===== src/rtl/vsevenseg_mux_if.sv =====
// Bundle of the display-driver datapath inputs and the active-low pin outputs.
// Handshake: there is no valid/ready pair; 'load' is a single-cycle qualifier
// for value/dp sampled on the rising clock edge, and every other input is live.
interface vsevenseg_mux_if #(
  parameter int NUM_DIGITS = 4
);
  logic [4*NUM_DIGITS-1:0] value;
  logic [NUM_DIGITS-1:0]   dp;
  logic                    load;
  logic [NUM_DIGITS-1:0]   digit_en;
  logic                    lz_blank;
  logic [NUM_DIGITS-1:0]   blink;
  logic [6:0]              seg_L;
  logic                    dp_L;
  logic [NUM_DIGITS-1:0]   anode_L;

  // Datapath side: drives the data and controls, observes the pins.
  modport master (
    output value, dp, load, digit_en, lz_blank, blink,
    input  seg_L, dp_L, anode_L
  );

  // Display driver side.
  modport slave (
    input  value, dp, load, digit_en, lz_blank, blink,
    output seg_L, dp_L, anode_L
  );
endinterface


===== src/rtl/vsevenseg_mux.sv =====
// Time-multiplexed hex driver for an N-digit common-anode seven-segment display.
// Scans one digit per REFRESH_DIV-cycle slot, darkens the first BLANK_CYCLES of
// each slot against ghosting, and supports leading-zero suppression and blink.
module vsevenseg_mux #(
  parameter int NUM_DIGITS   = 4,
  parameter int REFRESH_DIV  = 100000,
  parameter int BLANK_CYCLES = 1000,
  parameter int BLINK_DIV    = 25000000
) (
  input logic              clk,
  input logic              rst_n,
  vsevenseg_mux_if.slave   bus
);

  localparam int CNT_W   = $clog2(REFRESH_DIV);
  localparam int IDX_W   = (NUM_DIGITS > 1) ? $clog2(NUM_DIGITS) : 1;
  localparam int BLINK_W = (BLINK_DIV > 1) ? $clog2(BLINK_DIV) : 1;

  localparam logic [CNT_W-1:0]   CNT_MAX   = CNT_W'(REFRESH_DIV - 1);
  localparam logic [CNT_W-1:0]   BLANK_END = CNT_W'(BLANK_CYCLES);
  localparam logic [IDX_W-1:0]   IDX_MAX   = IDX_W'(NUM_DIGITS - 1);
  localparam logic [BLINK_W-1:0] BLINK_MAX = BLINK_W'(BLINK_DIV - 1);

  logic [4*NUM_DIGITS-1:0] val_q;
  logic [NUM_DIGITS-1:0]   dp_q;
  logic [CNT_W-1:0]        cnt_q;
  logic [IDX_W-1:0]        idx_q;
  logic [BLINK_W-1:0]      blink_cnt_q;
  logic                    blink_phase_q;
  logic [6:0]              seg_q, seg_d;
  logic                    dp_out_q, dp_out_d;
  logic [NUM_DIGITS-1:0]   anode_q, anode_d;

  logic [NUM_DIGITS-1:0]   upper_zero;
  logic                    lz_hit;
  logic                    visible;
  logic [3:0]              cur_nib;

  function automatic logic [6:0] glyph(input logic [3:0] nib);
    case (nib)
      4'h0: glyph = 7'h3F;  4'h1: glyph = 7'h06;
      4'h2: glyph = 7'h5B;  4'h3: glyph = 7'h4F;
      4'h4: glyph = 7'h66;  4'h5: glyph = 7'h6D;
      4'h6: glyph = 7'h7D;  4'h7: glyph = 7'h07;
      4'h8: glyph = 7'h7F;  4'h9: glyph = 7'h6F;
      4'hA: glyph = 7'h77;  4'hB: glyph = 7'h7C;
      4'hC: glyph = 7'h39;  4'hD: glyph = 7'h5E;
      4'hE: glyph = 7'h79;  default: glyph = 7'h71;
    endcase
  endfunction

  // Shadow copy of the displayed data; only 'load' updates it.
  always_ff @(posedge clk) begin
    if (!rst_n) begin
      val_q <= '0;
      dp_q  <= '0;
    end else if (bus.load) begin
      val_q <= bus.value;
      dp_q  <= bus.dp;
    end
  end

  // Slot counter and digit index; index advances when a slot completes.
  always_ff @(posedge clk) begin
    if (!rst_n) begin
      cnt_q <= '0;
      idx_q <= '0;
    end else if (cnt_q == CNT_MAX) begin
      cnt_q <= '0;
      idx_q <= (idx_q == IDX_MAX) ? '0 : idx_q + 1'b1;
    end else begin
      cnt_q <= cnt_q + 1'b1;
    end
  end

  // Free-running blink timer; phase toggles once per half-period.
  always_ff @(posedge clk) begin
    if (!rst_n) begin
      blink_cnt_q   <= '0;
      blink_phase_q <= 1'b0;
    end else if (blink_cnt_q == BLINK_MAX) begin
      blink_cnt_q   <= '0;
      blink_phase_q <= ~blink_phase_q;
    end else begin
      blink_cnt_q <= blink_cnt_q + 1'b1;
    end
  end

  // upper_zero[i] is set when shadow nibbles i..NUM_DIGITS-1 are all zero.
  always_comb begin
    logic acc;
    acc        = 1'b1;
    upper_zero = '0;
    for (int i = NUM_DIGITS - 1; i >= 0; i--) begin
      acc           = acc & (val_q[4*i +: 4] == 4'h0);
      upper_zero[i] = acc;
    end
  end

  // Visibility of the current digit and the next pin values.
  always_comb begin
    cur_nib  = val_q[4*idx_q +: 4];
    lz_hit   = bus.lz_blank && (idx_q != '0) && upper_zero[idx_q];
    visible  = (cnt_q >= BLANK_END) && bus.digit_en[idx_q] &&
               !(bus.blink[idx_q] && blink_phase_q) && !lz_hit;
    seg_d    = 7'h7F;
    dp_out_d = 1'b1;
    anode_d  = '1;
    if (visible) begin
      seg_d    = ~glyph(cur_nib);
      dp_out_d = ~dp_q[idx_q];
      anode_d  = ~(NUM_DIGITS'(1) << idx_q);
    end
  end

  // Registered pins so the anodes and segments switch together.
  always_ff @(posedge clk) begin
    if (!rst_n) begin
      seg_q    <= 7'h7F;
      dp_out_q <= 1'b1;
      anode_q  <= '1;
    end else begin
      seg_q    <= seg_d;
      dp_out_q <= dp_out_d;
      anode_q  <= anode_d;
    end
  end

  assign bus.seg_L   = seg_q;
  assign bus.dp_L    = dp_out_q;
  assign bus.anode_L = anode_q;

endmodule

===== src/flat_wrapper.sv =====
// flat-port wrapper written by rule: the top's interface ports become plain ports
module vsevenseg_mux_flat 
#(
  parameter int NUM_DIGITS   = 4,
  parameter int REFRESH_DIV  = 100000,
  parameter int BLANK_CYCLES = 1000,
  parameter int BLINK_DIV    = 25000000
)
  (clk, rst_n, bus_value, bus_dp, bus_load, bus_digit_en, bus_lz_blank, bus_blink, bus_seg_L, bus_dp_L, bus_anode_L);
  vsevenseg_mux_if #(.NUM_DIGITS(NUM_DIGITS)) bus_i ();
  input logic clk;
  input logic rst_n;
  input wire logic [$bits(bus_i.value)-1:0] bus_value;
  input wire logic [$bits(bus_i.dp)-1:0] bus_dp;
  input wire logic [$bits(bus_i.load)-1:0] bus_load;
  input wire logic [$bits(bus_i.digit_en)-1:0] bus_digit_en;
  input wire logic [$bits(bus_i.lz_blank)-1:0] bus_lz_blank;
  input wire logic [$bits(bus_i.blink)-1:0] bus_blink;
  output wire logic [$bits(bus_i.seg_L)-1:0] bus_seg_L;
  output wire logic [$bits(bus_i.dp_L)-1:0] bus_dp_L;
  output wire logic [$bits(bus_i.anode_L)-1:0] bus_anode_L;
  assign bus_i.value = bus_value;
  assign bus_i.dp = bus_dp;
  assign bus_i.load = bus_load;
  assign bus_i.digit_en = bus_digit_en;
  assign bus_i.lz_blank = bus_lz_blank;
  assign bus_i.blink = bus_blink;
  assign bus_seg_L = bus_i.seg_L;
  assign bus_dp_L = bus_i.dp_L;
  assign bus_anode_L = bus_i.anode_L;
  vsevenseg_mux #(.NUM_DIGITS(NUM_DIGITS), .REFRESH_DIV(REFRESH_DIV), .BLANK_CYCLES(BLANK_CYCLES), .BLINK_DIV(BLINK_DIV)) u_core (.clk(clk), .rst_n(rst_n), .bus(bus_i));
endmodule

===== config.mk =====
export PLATFORM = sky130hd
export DESIGN_NAME = vsevenseg_mux_flat
export DESIGN_NICKNAME = d
export VERILOG_FILES = /design/src/rtl/vsevenseg_mux_if.sv /design/src/rtl/vsevenseg_mux.sv /design/src/flat_wrapper.sv
export SDC_FILE = /design/constraint.sdc
export NUM_CORES = 1
export LEC_CHECK = 0
export BUFFER_PORTS_ARGS = -buffer_cell sky130_fd_sc_hd__buf_2
export CORE_ASPECT_RATIO = 0.6
export CORE_MARGIN = 4
export CORE_UTILIZATION = 45
export CTS_BUF_LIST = sky130_fd_sc_hd__clkbuf_8
export DETAILED_ROUTE_END_ITERATION = 12
export SLEW_MARGIN = 20
export SYNTH_ARGS = -nofsm -noshare
export SYNTH_HDL_FRONTEND = slang
export SYNTH_SLANG_ARGS = --single-unit

===== constraint.sdc =====
create_clock -name clk -period 4.3 [get_ports clk]
set_input_delay 0.215 -clock clk [delete_from_list [all_inputs] [get_ports clk]]
set_output_delay 0.215 -clock clk [all_outputs]
set_load 0.1 [all_outputs]

==> metrics.txt, run 1 <==
drt total wl=7200 µm; CTS Root Cell=clkbuf_8; initial antenna violation count=0; Mapped Cells=approximately 380; total track usage=16.0%; CP Capture Type=flop; Clk pwr share=a little under two fifths; register share of total power=56.3%; vias per cell=5.03; P&R area growth vs syn=10.9%; Die Area=9640 µm²; RSZ-0062 raised after global routing=no; Final nets=456; vias in the first global route=2481; Worst-Margin Slew=around 900 ps; Post-CTS Hold Buffers=0; async set-or-reset flop fraction in the synthesized netlist=0%; Net Sw Frac=24.6%; Top FF cell, synth=dfxtp_1; DRC errors left=0; Routed wire per std cell=13.7 µm; # rows=25; core footprint=7880 µm²; Post-CTS Resized=0; Comb pwr share=7.0%; die width=124 µm; max-slew violation count=0; sequential fraction of the synthesis area=42.3%; area taken by multi-input logic gates=1940 µm²; clock latency at the later pin of the worst-skew pair=between 300 and 400 ps; setup violators final=0; endpoints failing hold=0; GR Overflow Total=0; Final period util=53.4%; drt pass-1 iters=4; fin crit period=2300 ps; CTS H-tree lvls=3; CTS tree=built; initial DRC count=168; Max Root-Sink Buffers=2; hold path startpoint=bus_value[1]; Worst Hold Class=in2reg; Placer Congestion=0.799; kind of critical path=reg2reg; Synth Warn #=0; ANT nets after route=0; setup bufs post-CTS=0; Slew HR=39.7%; number of synthesized flops with an enable pin=0; Syn Area/Cell=9.71 µm²; clock-pin slew on the worst setup and hold paths=80 ps; Placed Area=3860 µm²; Storage cell area=1540 µm²; Worst R2R Start=u_core.idx_q[0]; PwrDens=327 nW/µm²; status=completed; filler instances=approximately 780; Num CTS Buffers=9; NetSw=326 µW; startpoint types=flop; Finished Layout Cells=525; Peak VDD IR=0.176 mV; Max FO, Critical Path=12; IO buf count=43; fin area=around 4000 µm²; CTS Sinks=77; largest net degree at the start of global routing=31; Critical Path Start=u_core.idx_q[0]; global-route wire length before repair=12100 µm; synth unique cells=46; die height=77.7 µm; Cells after DPL=509; Worst Path Arrival=between 2000 and 3000 ps; # diodes=0; Initial Utilization=between 40% and 50%; Worst EP required=4520 ps; Vias=2640; skew final=11.6 ps; internal power=997 µW; Post-Syn Area=3640 µm²; Max Fclk=between 0.4 and 0.5 GHz; Mapped Nets=419; Lkg Pwr=1.58 nW; fraction of layout cells with a size suffix above 1=16.8%; setup TNS=0 ps; HPWL reported at the end of detailed placement=roughly 5000 µm; I/O pin total=44; Seq cells post-synth=77; total of max-cap violations=0
synth_stat cells (5+ instances only):
library cell,n,share of area [%]
dfxtp_1,77,42
nor2_1,44,4.5
nand2_1,30,3.1
xor2_1,27,6.5
mux2i_1,26,7.1
nor2b_1,21,3.6
nand3_1,18,2.5
nand4_1,14,2.4
xnor2_1,14,3.4
ha_1,12,4.1
nor4_1,9,1.5
inv_1,7,0.72
and2_1,6,1.0
and3_1,6,1.0
and4_1,6,1.4
clkbuf_1,5,0.52
o21ai_0,5,0.69
placed cells by master (no fill, tap or decap), types with 3 or more instances in the layout:
| cell type | count |
|---|---|
| dfxtp_1 | 77 |
| nor2_1 | 44 |
| buf_2 | 43 |
| nand2_1 | 30 |
| xor2_1 | 27 |
| mux2i_1 | 26 |
| nor2b_1 | 21 |
| nand3_1 | 18 |
| nand4_1 | 14 |
| xnor2_1 | 14 |
| ha_1 | 12 |
| clkbuf_8 | 10 |
| nor4_1 | 9 |
| inv_1 | 8 |
| and3_1 | 6 |
| and4_1 | 6 |
| and2_1 | 6 |
| o21ai_0 | 5 |
| mux4_2 | 4 |
| nor3_1 | 4 |
| mux2_2 | 3 |
| clkinvlp_4 | 3 |
worst paths after layout:
kind / endpoint / slack [ps] / cells past startpoint
max: u_core.bus.seg_L[3] / 2000 / 5
min: u_core.val_q[1] / 130 / 3
max reg2reg: u_core.bus.seg_L[3] / 2000 / 5
min reg2reg: u_core.blink_cnt_q[0] / 450 / 1
final cells by class:
cell class | instances | area share (%)
multi-input combinational | 273 | 48.0
sequential | 77 | 38.2
clock inverter | 6 | 0.991
timing repair buffer | 43 | 5.33
clock buffer | 10 | 3.41
tap | 108 | 3.34
inverter | 8 | 0.743
metal layers:
layer	track usage (%)	wire, µm
met1	25.7	4040
met2	19.5	2650
met3	5.68	451
met4	4.26	48
met5	0	0
cell families after synthesis:
group | after synthesis | share of synthesized area [%]
fa+ha+maj | 12 | 4.12
simple gates | 169 | 24.3
flops | 77 | 42.3
mux | 35 | 12.0
buf+inv | 25 | 4.40
compound gates | 16 | 3.06
xor+xnor | 41 | 9.86
sequential cells by signal (all words and copies together) (netlist names):
register	cells
u_core.blink_cnt_q	25
u_core.cnt_q	17
u_core.bus.anode_L	4
u_core.bus.dp_L	1
u_core.bus.seg_L	7
u_core.val_q	16
u_core.dp_q	4
u_core.idx_q	2
u_core.blink_phase_q	1
metrics by stage:
stage / worst slack [ps] / utilization (%) / total power [mW] / hold slack, ps
CTS: 1990 / 51.3 / 1.34 / 103
finish: 2000 / 51.3 / 1.32 / 126
global placement: 2010 / 49.0 / 0.852 / 432
detailed placement: 2010 / 49.0 / 0.853 / 436
floorplan: 2420 / - / 0.827 / 384
global route: 1760 / 51.3 / 1.39 / 107
power by group through the flow:
stage | Sequential (mW) | Combinational, mW | Clock (mW)
after floorplan | 0.754 | 0.0726 | 0
after global placement | 0.760 | 0.0916 | 0
after detailed placement | 0.760 | 0.0925 | 0
after CTS | 0.744 | 0.0930 | 0.503
after global routing | 0.747 | 0.104 | 0.537
final | 0.744 | 0.0924 | 0.486
worst max-delay path: stages, from the launching register on:
cell and delay (ps):
dfxtp_1 690, mux4_1 760, ha_1 330, o21a_1 210, o21ai_0 130, nand2_1 60
No activity file was read; power rests on OpenSTA's default activity.
==> run 2: changes to the inputs <==
--- a/config.mk
+++ b/config.mk
@@ -5,12 +5,14 @@
 export SDC_FILE = /design/constraint.sdc
 export NUM_CORES = 1
 export LEC_CHECK = 0
+export ABC_AREA = 1
 export BUFFER_PORTS_ARGS = -buffer_cell sky130_fd_sc_hd__buf_2
 export CORE_ASPECT_RATIO = 0.6
 export CORE_MARGIN = 4
 export CORE_UTILIZATION = 45
 export CTS_BUF_LIST = sky130_fd_sc_hd__clkbuf_8
 export DETAILED_ROUTE_END_ITERATION = 12
+export PLACE_DENSITY = 0.66
 export SLEW_MARGIN = 20
 export SYNTH_ARGS = -nofsm -noshare
 export SYNTH_HDL_FRONTEND = slang
==> constraint.sdc (replaced) <==
create_clock -name clk -period 2.05 [get_ports clk]
set_input_delay 0.1025 -clock clk [delete_from_list [all_inputs] [get_ports clk]]
set_output_delay 0.1025 -clock clk [all_outputs]
set_load 0.1 [all_outputs]
==> run 2 against run 1 <==
Effect of this change: register-to-register slack worse by 1800 ps; fmax up 24%; critical path depth up 7; worst hold slack got worse by 100 ps; utilization grew 2.2 points; largest power group unchanged; cell count increased by 46%; cell area is 13% higher; sequential share of layout area shrank 4.4 points.
==> metrics.txt, run 2 <==
status=completed; internal power=2.07 mW (+110%); total track usage=18.8% (+2.8 points); Routed wire per std cell=12.1 µm (-12%); setup TNS=0 ps (unchanged); top-area cell type share of the netlist area=38.7% (-3.7 points); Peak VDD IR=0.397 mV (+130%); Final Util=53.5% (+2.2 points); vias in the first global route=3315 (+34%); P&R area growth vs syn=14.7%; I/O pin total=44 (unchanged); sequential fraction of the synthesis area=38.7% (-3.7 points); register share of total power=55.0% (-1.3 points); endpoints failing hold=0 (unchanged); Initial Utilization=46.6% (+0.40 points); Worst path max stage delay=560 ps (-200 ps); synth cell count leaders=149 x nand2_1, 115 x nor2_1, 77 x dfxtp_1; core footprint=8560 µm² (+8.5%); setup violators final=0 (unchanged); leading registers by flop count=u_core.blink_cnt_q: 25 flops, u_core.cnt_q: 17 flops, u_core.val_q: 16 flops; Biggest register=u_core.blink_cnt_q; Mapped Nets=635 (+52%); Worst Hold Class=in2reg; initial antenna violation count=0 (unchanged); synth top area cells=dfxtp_1 39%, nand2_1 14%, nor2_1 11%, inv_1 5.6%, nand3_1 5.0%; Worst Path Arrival=2080 ps (-430 ps); hold path startpoint=rst_n; # rows=26 (+4.0%); PwrDens=620 nW/µm² (+89%); Final period util=90.1% (+37 points); RSZ-0062 raised after global routing=no; global-route wire length before repair=15600 µm (+29%); Lkg Pwr=1.83 nW (+16%); Max FO, Critical Path=17 (+5); Max Root-Sink Buffers=2 (unchanged); Worst R2R Start=u_core.idx_q[0]; Post-Syn Area=3990 µm² (+9.5%); Top FF cell, synth=dfxtp_1; initial DRC count=216 (+29%); CTS H-tree lvls=3 (unchanged); Num CTS Buffers=9 (unchanged); total of max-cap violations=0 (unchanged); Slew HR=65.6% (+26 points); synth unique cells=32 (-30%); Mapped Cells=591 (+58%); Worst EP required=2280 ps (-2240 ps); Critical Path Start=u_core.idx_q[0]; max-slew violation count=0 (unchanged); Finished Layout Cells=766 (+46%); CP Capture Type=flop; worst-path cell chain=inv_6, nand2_1, nand3_1, nand2_1, inv_2, ha_1, inv_1, nand3_1, nand3_1, nand2_1, inv_1, nand2_1; clock latency at the later pin of the worst-skew pair=360 ps (about the same); area taken by multi-input logic gates=2080 µm² (+7.2%); # diodes=0 (unchanged); Final nets=693 (+52%); commonest non-fill, non-tap cells in the layout=149 x nand2_1, 115 x nor2_1, 77 x dfxtp_1; NetSw=765 µW (+130%); IO buf count=43 (unchanged); CP bufs+invs=4 (+4); commonest non-fill, non-tap cell in the layout=nand2_1; filler instances=875 (+12%); Max Fclk=0.541 GHz (+24%); kind of critical path=reg2reg; drt total wl=9230 µm (+28%); die height=80.9 µm (+4.2%); Vias=3693 (+40%); skew final=11.5 ps (-0.167 ps); vias per cell=4.82 (-4.1%); Worst-Margin Slew=512 ps (-392 ps); CTS Sinks=77 (unchanged); fraction of layout cells with a size suffix above 1=13.9% (-2.9 points); Setup WS pre-CTS=214 ps (-1790 ps); Seq cells post-synth=77 (unchanged); largest net degree at the start of global routing=26 (-16%); Worst path top cell family by delay=simple AND/OR/NAND/NOR gates; number of synthesized flops with an enable pin=0 (unchanged); Die Area=10500 µm² (+8.7%); Yosys top cell by area=dfxtp_1; drt pass-1 iters=5 (+1); Cells after DPL=737 (+45%); Syn Area/Cell=6.75 µm² (-31%); ANT nets after route=0 (unchanged); max reg flops=25 (unchanged); fin crit period=1850 ps (-451 ps); CP dominant cell by count=nand2_1; startpoint types=flop; async set-or-reset flop fraction in the synthesized netlist=0% (unchanged); setup slack after layout=203 ps (-1800 ps); Storage cell area=1540 µm² (unchanged); most instantiated library cell after synthesis=nand2_1; Comb pwr share=8.3% (+1.3 points); GR Overflow Total=0 (unchanged); Placer Congestion=0.922 (+15%); Synth Warn #=0 (unchanged); critical path's slowest cell=dfxtp_1; Net Sw Frac=26.9% (+2.3 points); clock-pin slew on the worst setup and hold paths=90 ps (about the same); CTS tree=built; CTS Root Cell=clkbuf_8; die width=130 µm (+4.3%); DRC errors left=0 (unchanged); HPWL reported at the end of detailed placement=6900 µm (+34%); Clk pwr share=36.7% (about the same)
-- run 2: cell count changes after synthesis, moves of 21 or more --
cell,delta
mux2i_1,-26
a21oi_1,+23
nand3_1,+22
nand2_1,+119
o21ai_0,+23
nor2b_1,-21
inv_1,+53
nor2_1,+71
-- run 2: stage by stage --
step           total power [mW]  hold WS (ps)  instance area, µm²
6_report                   2.84          21.4                4570
3_5_place_dp               1.81           336                4270
3_3_place_gp               1.81           322                4270
4_1_cts                    2.88          4.93                4570
5_1_grt                    2.97          12.9                4570
2_1_floorplan              1.74           237                3990
-- run 2: cells by family (layout without fill, tap and decap cells) --
logic type	count (synthesis)	count (layout)	share of synthesized area [%]
flops	77	77	38.7
xor+xnor	18	18	3.95
compound gates	56	56	7.22
fa+ha+maj	12	12	3.77
buf+inv	81	144	9.16
simple gates	347	347	37.2
-- run 2: area by class of cell --
type / instances / area share, %
multi-input combinational: 433 / 45.5
sequential: 77 / 33.7
timing repair buffer: 60 / 8.21
inverter: 68 / 5.69
tap: 112 / 3.06
clock buffer: 9 / 2.71
clock inverter: 7 / 1.12
-- run 2: repair_timing --
item / in CTS / in global routing
resized for setup: 0 / 0
hold buffers: 13 / 0
buffers inserted: 0 / 0
endpoints found under the hold margin: 13 / 0
-- run 2: worst paths after layout --
kind	endpoint	slack (ps)	cells past startpoint
worst max register to register	u_core.bus.seg_L[0]	200	12
worst min register to register	u_core.blink_cnt_q[0]	460	1
worst min-delay path	u_core.blink_phase_q	20	3
worst max-delay path	u_core.bus.seg_L[0]	200	12
-- run 2: layer usage --
| metal | track usage [%] | wire [µm] |
|---|---|---|
| met5 | 0 | 0 |
| met4 | 4.88 | 73 |
| met3 | 5.26 | 617 |
| met2 | 25.7 | 3720 |
| met1 | 28.5 | 4820 |
-- run 2: tightest hold or removal path, cell delays in order --
cell     delay (ps)
buf_2           100
inv_1            90
a21oi_1          50
-- run 2: power groups by stage --
stage / combinational [mW] / clock (mW) / sequential [mW]
floorplan: 0.152 / 0 / 1.59
global placement: 0.213 / 0 / 1.59
detailed placement: 0.215 / 0 / 1.59
CTS: 0.235 / 1.08 / 1.56
global route: 0.274 / 1.13 / 1.56
finish: 0.236 / 1.04 / 1.56
==> run 3: changes to the inputs <==
--- a/config.mk
+++ b/config.mk
@@ -9,10 +9,9 @@
 export BUFFER_PORTS_ARGS = -buffer_cell sky130_fd_sc_hd__buf_2
 export CORE_ASPECT_RATIO = 0.6
 export CORE_MARGIN = 4
-export CORE_UTILIZATION = 45
+export CORE_UTILIZATION = 42
 export CTS_BUF_LIST = sky130_fd_sc_hd__clkbuf_8
 export DETAILED_ROUTE_END_ITERATION = 12
-export PLACE_DENSITY = 0.66
 export SLEW_MARGIN = 20
 export SYNTH_ARGS = -nofsm -noshare
 export SYNTH_HDL_FRONTEND = slang
==> run 3 against run 2 <==
Effect of this change: register-to-register slack improved by 70 ps; cell area rose by 2.1%; sequential power about the same; non-clock buffer count up 3; sequential share of layout area decreased by 0.65 points; combinational power increased by 3%; power is 6.3% higher; worst hold slack gained 6.7 ps; clock power grew 16%; fmax increased by 4.0%; clock skew is 3.4 ps lower; via count shrank 0.11%; largest cell class unchanged; largest power group unchanged.
==> metrics.txt, run 3 (synthesized netlist as in run 2, its figures left out) <==
status=completed; metal2 WL=3580 µm (-3.9%); global-route wire length before repair=16000 µm (+2.4%); reg2reg end=u_core.bus.seg_L[1]; Routed wire per std cell=11.8 µm (-1.7%); CP Depth=9 (-3); Max Fclk=0.563 GHz (+4.0%); die width=134 µm (+3.3%); kind of critical path=reg2reg; die height=83.5 µm (+3.2%); skew final=8.11 ps (-3.35 ps); Worst Hold Class=in2reg; max-slew violation count=0 (unchanged); vias in the first global route=3399 (+2.5%); ANT nets after route=0 (unchanged); Biggest register=u_core.blink_cnt_q; IO buf count=43 (unchanged); CP bufs+invs=2 (-2); initial antenna violation count=0 (unchanged); Initial Utilization=43.2% (-3.4 points); Final nets=696 (+0.43%); Worst Path Arrival=2000 ps (-80 ps); endpoints failing hold=0 (unchanged); DRC errors left=0 (unchanged); clock-pin slew on the worst setup and hold paths=90 ps (about the same); Worst path top cell family by delay=simple AND/OR/NAND/NOR gates; initial DRC count=236 (+9.3%); Peak VDD IR=0.379 mV (-4.7%); I/O pin total=44 (unchanged); HPWL reported at the end of detailed placement=6890 µm (-0.10%); CTS Root Cell=clkbuf_8; Worst path max stage delay=410 ps (-150 ps); Placer Congestion=0.858 (-6.9%); total of max-cap violations=0 (unchanged); total track usage=17.4% (-1.3 points); Num CTS Buffers=9 (unchanged); worst-path cell chain=inv_2, ha_1, nor2_1, nand4_1, nor2_1, nand2_1, clkinv_1, nor2_4, nand2_1; commonest non-fill, non-tap cell in the layout=nand2_1; Max FO, Critical Path=12 (-5); clock latency at the later pin of the worst-skew pair=360 ps (about the same); # rows=27 (+3.8%); Final Util=50.6% (-2.8 points); commonest non-fill, non-tap cells in the layout=149 x nand2_1, 115 x nor2_1, 76 x dfxtp_1; PwrDens=646 nW/µm² (+4.2%); Lkg Pwr=1.87 nW (+2.3%); M1 WL=5190 µm (+7.8%); Max Root-Sink Buffers=2 (unchanged); Vias=3689 (-0.11%); CTS Sinks=77 (unchanged); CTS tree=built; Final period util=86.6% (-3.4 points); fraction of layout cells with a size suffix above 1=14.6% (+0.70 points); Setup crit end=u_core.bus.seg_L[1]; drt pass-1 iters=5 (unchanged); P&R area growth vs syn=17.0%; Critical Path Start=u_core.idx_q[1]; fin area=4670 µm² (+2.1%); critical path's slowest cell=dfxtp_1; reg2reg setup slack=270 ps (+70 ps); core footprint=9220 µm² (+7.8%); FF-to-FF path depth=9 (-3); Worst R2R Start=u_core.idx_q[1]; leading registers by flop count=u_core.blink_cnt_q: 25 flops, u_core.cnt_q: 17 flops, u_core.val_q: 16 flops; # diodes=0 (unchanged); CTS H-tree lvls=3 (unchanged); highest metal used=met4; RSZ-0062 raised after global routing=no; drt total wl=9320 µm (+0.95%); Worst EP required=2270 ps (about the same); setup violators final=0 (unchanged); largest net degree at the start of global routing=26 (unchanged); Worst-Margin Slew=618 ps (+106 ps); Placed Area=4330 µm² (+1.3%); startpoint types=flop; CP Capture Type=flop; Die Area=11200 µm² (+6.6%); vias per cell=4.69 (-2.8%); Slew HR=58.4% (-7.2 points); hold slack=28.1 ps (+6.65 ps); max reg flops=25 (unchanged); GR Overflow Total=0 (unchanged); routed wl met3=466 µm (-24%); setup TNS=0 ps (unchanged); fin crit period=1780 ps (-70.5 ps)
==> run 3: cell types whose count changed in the layout (fill, tap and decap cells not counted), sizes merged <==
cell / previous run / this run
clkbuf: 9 / 11
buf: 47 / 50
bufinv: 0 / 1
inv: 69 / 66
clkinvlp: 4 / 2
clkinv: 2 / 4
==> run 3: layer usage <==
layer | global-route usage, % | up-vias
li1 | - | 1965
met2 | 24.2 | 74
met4 | 3.64 | 0
met3 | 4.94 | 9
met5 | 0 | -
met1 | 26.5 | 1641
==> run 3: power breakdown <==
part           leakage [nW]  internal, mW  switching [mW]  total, mW
Sequential            0.628          1.53          0.0283       1.56
Combinational          1.14         0.103           0.140      0.243
Clock                 0.102         0.629           0.585       1.21
==> run 3: worst min path at each step <==
stage          cells after the start          endpoint     startpoint  slack (ps)
2_1_floorplan                      2    u_core.dp_q[1]      bus_dp[1]         240
3_3_place_gp                       3  u_core.val_q[15]  bus_value[15]         320
3_5_place_dp                       3  u_core.val_q[15]  bus_value[15]         330
4_1_cts                            3   u_core.val_q[5]   bus_value[5]           5
5_1_grt                            3   u_core.val_q[5]   bus_value[5]          20
6_report                           3   u_core.val_q[6]   bus_value[6]          30
==> run 3: tightest hold or removal path: stages <==
cell and delay, ps:
buf_2 70, o21ai_0 70, a21oi_1 100
==> run 3: layout make-up <==
type | count | area, µm²
Sequential cell | 77 | 1540
Timing Repair Buffer | 63 | 410
Fill cell | 945 | 4560
Clock inverter | 5 | 58.8
Multi-Input combinational cell | 433 | 2080
Tap cell | 130 | 163
Inverter | 68 | 260
Clock buffer | 11 | 151
==> run 3: through the flow <==
stage | setup slack, ps | std cells | power [mW]
after detailed placement | 159 | 758 | 1.82
after CTS | 151 | 787 | 3.06
after global placement | 249 | 758 | 1.81
after floorplan | 398 | 591 | 1.74
after global routing | 68.0 | 787 | 3.18
final | 274 | 787 | 3.02
==> run 3: timing repair <==
action                     in CTS  in global routing
setup buffers                   0                  0
hold buffers                   13                  0
hold endpoints to repair       13                  0
setup endpoints to repair       0                  4
resized for setup               0                  1
